<file path="src/rtl/pc_seq_pkg.sv">
// rtl/pc_seq_pkg.sv - shared types and constants for the PC sequencer
package pc_seq_pkg;

    typedef enum logic [1:0] {
        ST_BOOT       = 2'd0,
        ST_FETCH      = 2'd1,
        ST_HOLD       = 2'd2,
        ST_REDIR_PEND = 2'd3
    } pc_state_t;

    // Redirect sources, ordered so a larger code wins
    typedef enum logic [1:0] {
        RD_NONE = 2'd0,
        RD_JMP  = 2'd1,
        RD_BR   = 2'd2,
        RD_EXC  = 2'd3
    } redir_src_t;

    localparam logic [31:0] INSTR_BYTES = 32'd4;

    function automatic logic [31:0] word_align(input logic [31:0] addr);
        return {addr[31:2], 2'b00};
    endfunction

endpackage

</file>
<file path="src/rtl/redirect_sel.sv">
// rtl/redirect_sel.sv - priority mux selecting the redirect source and its target
module redirect_sel
    import pc_seq_pkg::*;
#(
    parameter logic [31:0] EXC_VECTOR = 32'h0000_0080
) (
    input  logic        exc,
    input  logic        br_taken,
    input  logic [31:0] br_target,
    input  logic        jmp,
    input  logic [31:0] jmp_target,
    output logic        redirect,
    output logic [31:0] target,
    output redir_src_t  src
);

    always_comb begin
        redirect = 1'b0;
        target   = 32'h0000_0000;
        src      = RD_NONE;
        if (exc) begin
            redirect = 1'b1;
            target   = word_align(EXC_VECTOR);
            src      = RD_EXC;
        end else if (br_taken) begin
            redirect = 1'b1;
            target   = word_align(br_target);
            src      = RD_BR;
        end else if (jmp) begin
            redirect = 1'b1;
            target   = word_align(jmp_target);
            src      = RD_JMP;
        end
    end

endmodule

</file>
<file path="src/rtl/pc_sequencer.sv">
// rtl/pc_sequencer.sv - next-PC selection and instruction fetch handshake control
module pc_sequencer
    import pc_seq_pkg::*;
#(
    parameter logic [31:0] RESET_VECTOR = 32'h0000_0000,
    parameter logic [31:0] EXC_VECTOR   = 32'h0000_0080
) (
    input  logic        clk,
    input  logic        reset,
    input  logic [31:0] pc_cur,
    output logic [31:0] pc_next,
    input  logic        stall,
    input  logic        br_taken,
    input  logic [31:0] br_target,
    input  logic        jmp,
    input  logic [31:0] jmp_target,
    input  logic        exc,
    output logic        imem_req,
    input  logic        imem_ready,
    output logic        if_valid,
    output logic        flush
);

    pc_state_t   state, state_nxt;
    logic [31:0] pend_target, pend_target_nxt;
    logic        pend_exc, pend_exc_nxt;

    logic        redirect;
    logic [31:0] redir_target;
    redir_src_t  redir_src;
    logic [31:0] pc_seq;
    logic        take_new;

    redirect_sel #(
        .EXC_VECTOR (EXC_VECTOR)
    ) u_redirect_sel (
        .exc        (exc),
        .br_taken   (br_taken),
        .br_target  (br_target),
        .jmp        (jmp),
        .jmp_target (jmp_target),
        .redirect   (redirect),
        .target     (redir_target),
        .src        (redir_src)
    );

    assign pc_seq = pc_cur + INSTR_BYTES;

    // Falling edge matches the PC register so pc_next is consumed the same edge
    always_ff @(negedge clk) begin
        if (reset) begin
            state       <= ST_BOOT;
            pend_target <= 32'h0000_0000;
            pend_exc    <= 1'b0;
        end else begin
            state       <= state_nxt;
            pend_target <= pend_target_nxt;
            pend_exc    <= pend_exc_nxt;
        end
    end

    always_comb begin
        state_nxt       = state;
        pend_target_nxt = pend_target;
        pend_exc_nxt    = pend_exc;
        pc_next         = pc_cur;
        imem_req        = 1'b0;
        if_valid        = 1'b0;
        flush           = 1'b0;
        take_new        = 1'b0;

        if (reset) begin
            pc_next = RESET_VECTOR;
        end else begin
            case (state)
                ST_BOOT: begin
                    pc_next   = RESET_VECTOR;
                    state_nxt = ST_FETCH;
                end

                ST_FETCH: begin
                    imem_req = 1'b1;
                    if (redirect) begin
                        flush = 1'b1;
                        if (imem_ready) begin
                            pc_next = redir_target;
                        end else begin
                            pend_target_nxt = redir_target;
                            pend_exc_nxt    = (redir_src == RD_EXC);
                            state_nxt       = ST_REDIR_PEND;
                        end
                    end else if (imem_ready) begin
                        if (stall) begin
                            state_nxt = ST_HOLD;
                        end else begin
                            if_valid = 1'b1;
                            pc_next  = pc_seq;
                        end
                    end
                end

                ST_HOLD: begin
                    if (redirect) begin
                        flush     = 1'b1;
                        pc_next   = redir_target;
                        state_nxt = ST_FETCH;
                    end else if (!stall) begin
                        if_valid  = 1'b1;
                        pc_next   = pc_seq;
                        state_nxt = ST_FETCH;
                    end
                end

                ST_REDIR_PEND: begin
                    imem_req = 1'b1;
                    flush    = redirect;
                    // A pending exception can only be displaced by another exception
                    take_new = redirect && (!pend_exc || redir_src == RD_EXC);
                    if (take_new) begin
                        pend_target_nxt = redir_target;
                        pend_exc_nxt    = (redir_src == RD_EXC);
                    end
                    if (imem_ready) begin
                        pc_next      = take_new ? redir_target : pend_target;
                        pend_exc_nxt = 1'b0;
                        state_nxt    = ST_FETCH;
                    end
                end

                default: begin
                    state_nxt = ST_BOOT;
                end
            endcase
        end
    end

endmodule

</file>
<file path="config.mk">
export PLATFORM = sky130hd
export DESIGN_NAME = pc_sequencer
export DESIGN_NICKNAME = d
export VERILOG_FILES = /design/src/rtl/pc_seq_pkg.sv /design/src/rtl/redirect_sel.sv /design/src/rtl/pc_sequencer.sv
export SDC_FILE = /design/constraint.sdc
export NUM_CORES = 1
export LEC_CHECK = 0
export ABC_AREA = 0
export BUFFER_PORTS_ARGS = -buffer_cell sky130_fd_sc_hd__clkbuf_2
export CORE_ASPECT_RATIO = 0.8
export CORE_MARGIN = 3
export CORE_UTILIZATION = 55
export DETAILED_ROUTE_END_ITERATION = 8
export PLACE_DENSITY = 0.85
export SYNTH_ARGS = -nofsm -noshare
export SYNTH_HDL_FRONTEND = slang
export SYNTH_SLANG_ARGS = --single-unit
</file>
<file path="constraint.sdc">
create_clock -name clk -period 3.35 [get_ports clk]
set_clock_uncertainty 0.1 [all_clocks]
set_input_delay 0.335 -clock clk [delete_from_list [all_inputs] [get_ports clk]]
set_output_delay 0.335 -clock clk [all_outputs]
set_load 0.01 [all_outputs]
</file>
==> impl_metrics.json, run 1 <==
{
  "ys_types": 66,
  "core.rowCount": 27,
  "preCtsSetupSlack_ps": -483,
  "placed_standard_cell_area_sq_um": 5660,
  "worst-endpoint-pin-kind": "top-level output",
  "syn_inst": 645,
  "dpl.hpwl_um": 13200,
  "gr_util_all_layers_pct": 91.8,
  "die-width_um": 102,
  "global_route.overflow_total": 354,
  "yosys_warnings": 0,
  "yosysSeqAreaShare_pct": 17.2,
  "synthFlopType": "dfxtp_1",
  "h_tree_depth": 2,
  "syn-cell-area_sq_um": 4090,
  "cts_root_buffer": "clkbuf_8",
  "place_congestion": 1.00,
  "synthDominantAreaCellType": "dfxtp_1",
  "portBuffers": 133,
  "synth_area_leaders": "dfxtp_1 (17%), nand2_1 (11%), a21oi_1 (9.3%)",
  "cts_max_path_buffers": 2,
  "postSynthRegisterBits": 35,
  "grt_repair_worst_endpoint": "pc_next[29]",
  "synth-edff-count": 0,
  "fp.dieH_um": 83.1,
  "start_util_pct": 58.1,
  "yosys.area.top_type_share_pct": 17.2,
  "avgSynthCellArea_sq_um": 6.33,
  "cts.sinks": 35,
  "async_reset_ff_share_pct": 0,
  "mappedNetlistNets": 753,
  "grt_max_degree": 31,
  "run_status": "stopped before the end",
  "run.stop_error": "[ERROR GRT-0232] Routing congestion too high. Check the congestion heatmap in the GUI.",
  "floorplan.io_pins": 138,
  "cts_made_buffers": 5,
  "cts_stage_hold_buffer_count": 0,
  "stop_stage": "global routing (5_1_grt)"
}
==> cell usage after synthesis (6+ instances only) <==
cell / count
nand2_1: 116
a21oi_1: 76
nor2_1: 60
o21ai_0: 54
clkbuf_1: 39
dfxtp_1: 35
a22oi_1: 18
nand3_1: 13
nor3_1: 13
buf_2: 12
a31oi_1: 11
nand3b_1: 11
nand4_1: 10
o22ai_1: 9
xnor2_1: 9
inv_1: 8
a211oi_1: 7
nor3b_1: 7
a2bb2oi_1: 6
and3_1: 6
buf_1: 6
o211ai_1: 6
o31a_1: 6
or2_2: 6
==> what timing repair did <==
action / 4_1_cts
resized for setup: 99
pin swaps: 35
buffers inserted: 17
gates cloned: 1
setup endpoints to repair: 35
==> metal layers <==
metal / GRT overflow / global-route usage, %
met3: 2 / 77.7
met5: 0 / 27.6
met1: 6 / 87.9
met4: 106 / 100
met2: 240 / 108
==> kinds of logic after synthesis <==
family	share of synthesized area, %
compound gates	36.5
xor+xnor	3.00
fa+ha+maj	1.53
buf+inv	6.71
flops	17.2
mux	2.08
simple gates	33.0
==> stage by stage <==
| step | cells | setup TNS (ps) |
|---|---|---|
| after global placement | 904 | -18760 |
| after floorplan | 645 | -6260 |
| after CTS | 964 | -22740 |
| after detailed placement | 904 | -21670 |
==> run 2: changes to the inputs <==
--- a/config.mk
+++ b/config.mk
@@ -7,11 +7,10 @@
 export LEC_CHECK = 0
 export ABC_AREA = 0
 export BUFFER_PORTS_ARGS = -buffer_cell sky130_fd_sc_hd__clkbuf_2
-export CORE_ASPECT_RATIO = 0.8
 export CORE_MARGIN = 3
-export CORE_UTILIZATION = 55
+export CORE_UTILIZATION = 40
 export DETAILED_ROUTE_END_ITERATION = 8
-export PLACE_DENSITY = 0.85
+export PLACE_DENSITY_LB_ADDON = 0.15
 export SYNTH_ARGS = -nofsm -noshare
 export SYNTH_HDL_FRONTEND = slang
 export SYNTH_SLANG_ARGS = --single-unit
==> impl_metrics.json, run 2 <==
{
  "rrSetupSlack_ps": 960,
  "syn_inst": 645,
  "design.final.nets": 994,
  "dieArea_sq_um": 11500,
  "via_count": 6517,
  "failed_checks": "setup timing",
  "path_max_fanout": 6,
  "syn-cell-area_sq_um": 4090,
  "peakVddDrop_mv": 0.230,
  "reg.largest.list": "pend_target (32), state (2), pend_exc (1)",
  "worst_r2r_path_depth": 11,
  "fp.dieH_um": 107,
  "crit_path_end": "pc_next[15]",
  "preCtsSetupSlack_ps": -512,
  "worstSetupStartpoint": "state[0]",
  "finished_core_util_pct": 74.0,
  "pwr_density_cell_nw_per_um2": 293,
  "rsz0062_at_grt": "true",
  "place_congestion": 0.916,
  "synthDominantAreaCellType": "dfxtp_1",
  "setup_viol": 65,
  "synth_area_leaders": "dfxtp_1 (17%), nand2_1 (11%), a21oi_1 (9.3%)",
  "worst_path_largest_cell_delay_ps": 420,
  "global_route.overflow_total": 0,
  "run_status": "finished, violations left",
  "crit_path_cell_trace": "ha_4 > buf_6 > clkinvlp_4 > o21a_1 > o32ai_1 > a221o_1 > buf_2",
  "yosysSeqAreaShare_pct": 17.2,
  "start_util_pct": 41.4,
  "hold_viol": 0,
  "first_global_vias": 5997,
  "max-cap-violations": 0,
  "endpoint_kind": "output pin",
  "grt_antenna_before_repair": 0,
  "crit-reg2reg-capture": "pend_target[23]",
  "largest_register": "pend_target",
  "avgSynthCellArea_sq_um": 6.33,
  "synth-edff-count": 0,
  "core.rowCount": 36,
  "slew-limit-headroom_pct": 54.8,
  "grt_max_degree": 49,
  "post_drt_wl_per_cell_um": 21.0,
  "gr_util_all_layers_pct": 32.4,
  "h_tree_depth": 2,
  "crit_slowest_cell": "dfxtp_4",
  "cts_made_buffers": 5,
  "synthFlopType": "dfxtp_1",
  "most-common-layout-cells": "clkbuf_2 (105), nand2_1 (82), buf_4 (72), nor2_1 (49), a21oi_2 (44)",
  "r2r_start": "state[0]",
  "cts_stage_hold_buffer_count": 0,
  "portBuffers": 133,
  "worst_margin_slew_ps": 678,
  "tritoncts": "done",
  "drtIter0Drc": 774,
  "cts_max_path_buffers": 2,
  "ys_types": 66,
  "diodes": 0,
  "first_pass_iteration_count_of_the_detailed_router": 6,
  "dpl.hpwl_um": 13100,
  "p_leak_nw": 3.10,
  "worst_setup_path_start_kind": "register",
  "largest_reg_flops": 32,
  "worstSetupPathType": "register to output pin",
  "drt_wl_total_um": 21400,
  "final_setup_slack_of_the_worst_path_ps": -933,
  "final_layout_size_suffix_gt1_share_pct": 49.7,
  "async_reset_ff_share_pct": 0,
  "drt.antenna.violating_nets": 0,
  "maxSlewViolCount": 0,
  "required_ps": 2910,
  "worst_hold_path_type": "register to register",
  "yosys.cell_count.top_type": "nand2_1",
  "areaGrowthSynthToFinish_pct": 78.7,
  "yosys.area.top_type_share_pct": 17.2,
  "cts_root_buffer": "clkbuf_8",
  "cts.sinks": 35,
  "mappedNetlistNets": 753,
  "grt_first_pass_wirelength_um": 29700,
  "clk_latency_ps": 420,
  "floorplan.io_pins": 138,
  "vias_per_cell": 6.39,
  "core-area_sq_um": 9860,
  "cp.arrival_ps": 3850,
  "clk_pin_slew_ps": 100,
  "synth_common_cells": "nand2_1 (116), a21oi_1 (76), nor2_1 (60), o21ai_0 (54), clkbuf_1 (39)",
  "die-width_um": 107,
  "yosys_warnings": 0,
  "mostFrequentLayoutCell": "clkbuf_2",
  "postSynthRegisterBits": 35,
  "postLayoutCellArea_sq_um": 7300,
  "placed_standard_cell_area_sq_um": 5710,
  "remaining_drc_errors": 0
}
## run 2: per-layer routing
layer  part of all wire (%)  wire [um]  global-route usage (%)  vias to the layer above
met2                     46       9810                    51.7                      507
met1                     36       7690                    40.8                     3002
met3                     13       2680                    7.16                      147
met5                      0          0                       0                        -
met4                    5.8       1250                    16.4                        0
li1                       -          -                       -                     2861
## run 2: how the worst min path moves through the flow
stage / start / endpoint / slack (ps) / depth (start not counted)
after floorplan: pend_target[4] / pend_target[4] / 330 / 2
after global placement: pend_target[4] / pend_target[4] / 340 / 2
after detailed placement: pend_target[6] / pend_target[6] / 350 / 2
after CTS: pend_target[5] / pend_target[5] / 350 / 2
after global routing: pend_target[3] / pend_target[3] / 390 / 2
final: pend_target[3] / pend_target[3] / 370 / 2
## run 2: per-stage QoR
step                std cells  setup TNS, ps  power [mW]  hold WS [ps]
finish                   1020         -30180        2.14           374
global route             1020         -31750        2.24           389
CTS                      1004         -27130        1.90           353
detailed placement        942         -17350        1.24           348
global placement          942         -15550        1.23           337
floorplan                 645          -6260       0.938           327
## run 2: layout make-up
type                       count  area, sq um
inverter                       8         47.5
multi-input combinational    544         4100
sequential                    35          709
clock inverter                38          176
clock buffer                   5         68.8
tap                          133          166
timing repair buffer         257         2030
fill                         719         2560
## run 2: what timing repair did
action | CTS | global route
pin swaps | 40 | 98
gates resized for setup | 109 | 166
hold endpoints to repair | 0 | 0
buffers inserted | 21 | 16
cloned | 2 | 5
setup endpoints to repair | 35 | 67
## run 2: cell families (layout without fill, tap and decap cells)
family / count (synthesis) / in the layout / synth area share [%]
mux: 8 / 8 / 2.08
buf+inv: 67 / 308 / 6.71
fa+ha+maj: 5 / 5 / 1.53
xor+xnor: 14 / 14 / 3.00
compound gates: 237 / 238 / 36.5
simple gates: 279 / 279 / 33.0
flops: 35 / 35 / 17.2
## run 2: worst max-delay path: cells and delay by family (launching register included)
| kind | cells | cell delay, ps |
|---|---|---|
| compound gates | 3 | 660 |
| fa+ha+maj | 1 | 200 |
| buf+inv | 3 | 460 |
| flops | 1 | 420 |
## run 2: where the power goes
group | switching, mW | internal, mW
clock network | 0.334 | 0.280
registers | 0.0264 | 0.439
logic | 0.575 | 0.483
Note: power is estimated with default switching activity, not from simulation.
==> run 3: changes to the inputs <==
==> constraint.sdc (replaced) <==
create_clock -name clk -period 3.45 [get_ports clk]
set_clock_uncertainty 0.1 [all_clocks]
set_input_delay 0.345 -clock clk [delete_from_list [all_inputs] [get_ports clk]]
set_output_delay 0.345 -clock clk [all_outputs]
set_load 0.01 [all_outputs]
==> impl_metrics.json, run 3 (synthesis gave the netlist of run 2 again) <==
{
  "path_max_fanout": 6,
  "die-width_um": 107,
  "peakVddDrop_mv": 0.166,
  "drtIter0Drc": 555,
  "core.rowCount": 36,
  "grt_first_pass_wirelength_um": 28400,
  "global_route.overflow_total": 0,
  "place_congestion": 0.896,
  "cts_max_path_buffers": 2,
  "required_ps": 3000,
  "design.final.nets": 987,
  "mostFrequentLayoutCell": "nand2_1",
  "post_drt_wl_per_cell_um": 18.4,
  "remaining_drc_errors": 0,
  "grt_antenna_before_repair": 0,
  "failed_checks": "setup timing",
  "via_count": 5982,
  "worstSetupPathType": "register to output pin",
  "cts.sinks": 35,
  "tritoncts": "done",
  "endpoint_kind": "output pin",
  "fin_cells": 1012,
  "largest_register": "pend_target",
  "dpl.cell_count": 946,
  "portBuffers": 133,
  "rsz0062_at_grt": "true",
  "grt_max_degree": 41,
  "worst_margin_slew_ps": 451,
  "worst_hold_path_type": "register to register",
  "p_leak_nw": 2.76,
  "clk_pin_slew_ps": 40,
  "reg.largest.list": "pend_target (32), state (2), pend_exc (1)",
  "floorplan.io_pins": 138,
  "h_tree_depth": 2,
  "first_pass_iteration_count_of_the_detailed_router": 5,
  "final_layout_size_suffix_gt1_share_pct": 41.1,
  "timing.setup.tns_ps": -21740,
  "gr_util_all_layers_pct": 31.0,
  "cts_made_buffers": 5,
  "vias_per_cell": 5.91,
  "fp.dieH_um": 107,
  "drt_wl_total_um": 18700,
  "slew-limit-headroom_pct": 69.9,
  "dieArea_sq_um": 11500,
  "cts_root_buffer": "clkbuf_8",
  "areaGrowthSynthToFinish_pct": 59.1,
  "run_status": "finished, violations left",
  "pwr_density_cell_nw_per_um2": 280,
  "maxSlewViolCount": 0,
  "max-cap-violations": 0,
  "worst_setup_path_start_kind": "register",
  "hold_viol": 0,
  "first_global_vias": 5549,
  "diodes": 0,
  "most-common-layout-cells": "nand2_1 (113), clkbuf_2 (111), buf_4 (89), a21oi_1 (60), nor2_1 (50)",
  "final_setup_slack_of_the_worst_path_ps": -804,
  "dpl.hpwl_um": 13400,
  "drt.antenna.violating_nets": 0,
  "cp.arrival_ps": 3810,
  "setup_viol": 35,
  "clk_latency_ps": 350,
  "largest_reg_flops": 32,
  "start_util_pct": 41.4,
  "core-area_sq_um": 9860
}
-- run 3: worst max-delay path, cell delays in order (launching register included) --
cell      delay [ps]
dfxtp_4          380
inv_4             50
ha_4             180
o21ba_4          250
o21ai_4          200
o32a_1           180
nor3_1            50
a311o_1          310
clkbuf_2         140
-- run 3: timing repair --
| action | in CTS | in global routing |
|---|---|---|
| setup buffers | 15 | 10 |
| endpoints found under the setup margin | 35 | 35 |
| hold buffers | 0 | 0 |
| resized for setup | 70 | 64 |
| cloned | 1 | 1 |
| pin swaps | 35 | 31 |
-- run 3: final timing paths --
check	start	cells past startpoint	slack (ps)	to
worst max register to register	state[1]	10	1250	pend_target[17]
worst max-delay path	state[1]	8	-800	pc_next[29]
worst min-delay path	pend_target[6]	2	350	pend_target[6]
worst min register to register	pend_target[6]	2	350	pend_target[6]
-- run 3: power by group --
part           switching, mW  internal, mW  total, mW
clock network          0.283         0.263      0.546
logic                  0.455         0.375      0.831
registers             0.0144         0.427      0.441
total                  0.752          1.07       1.82
-- run 3: layer usage --
layer	GRT usage (%)	routed length, um
met5	0	0
met4	11.8	477
met3	6.74	1790
met1	41.3	7680
met2	48.7	8710
-- run 3: final cells by class --
type                            instances  area (sq um)
Clock buffer                            5          68.8
Clock inverter                         37           166
Fill cell                             913          3360
Inverter                                8          41.3
Multi-Input combinational cell        544          3620
Sequential cell                        35           709
Tap cell                              133           166
Timing Repair Buffer                  250          1730
-- run 3: per-stage QoR --
stage	setup WS, ps	hold WS [ps]	instance area [sq um]	power [mW]	utilization (%)
final	-804	354	6500	1.82	65.9
after global routing	-866	370	6500	1.95	65.9
after CTS	-771	348	6240	1.77	63.2
after detailed placement	-463	343	5660	1.20	57.4
after global placement	-413	334	5660	1.19	57.4
after floorplan	-273	327	4440	0.910	-
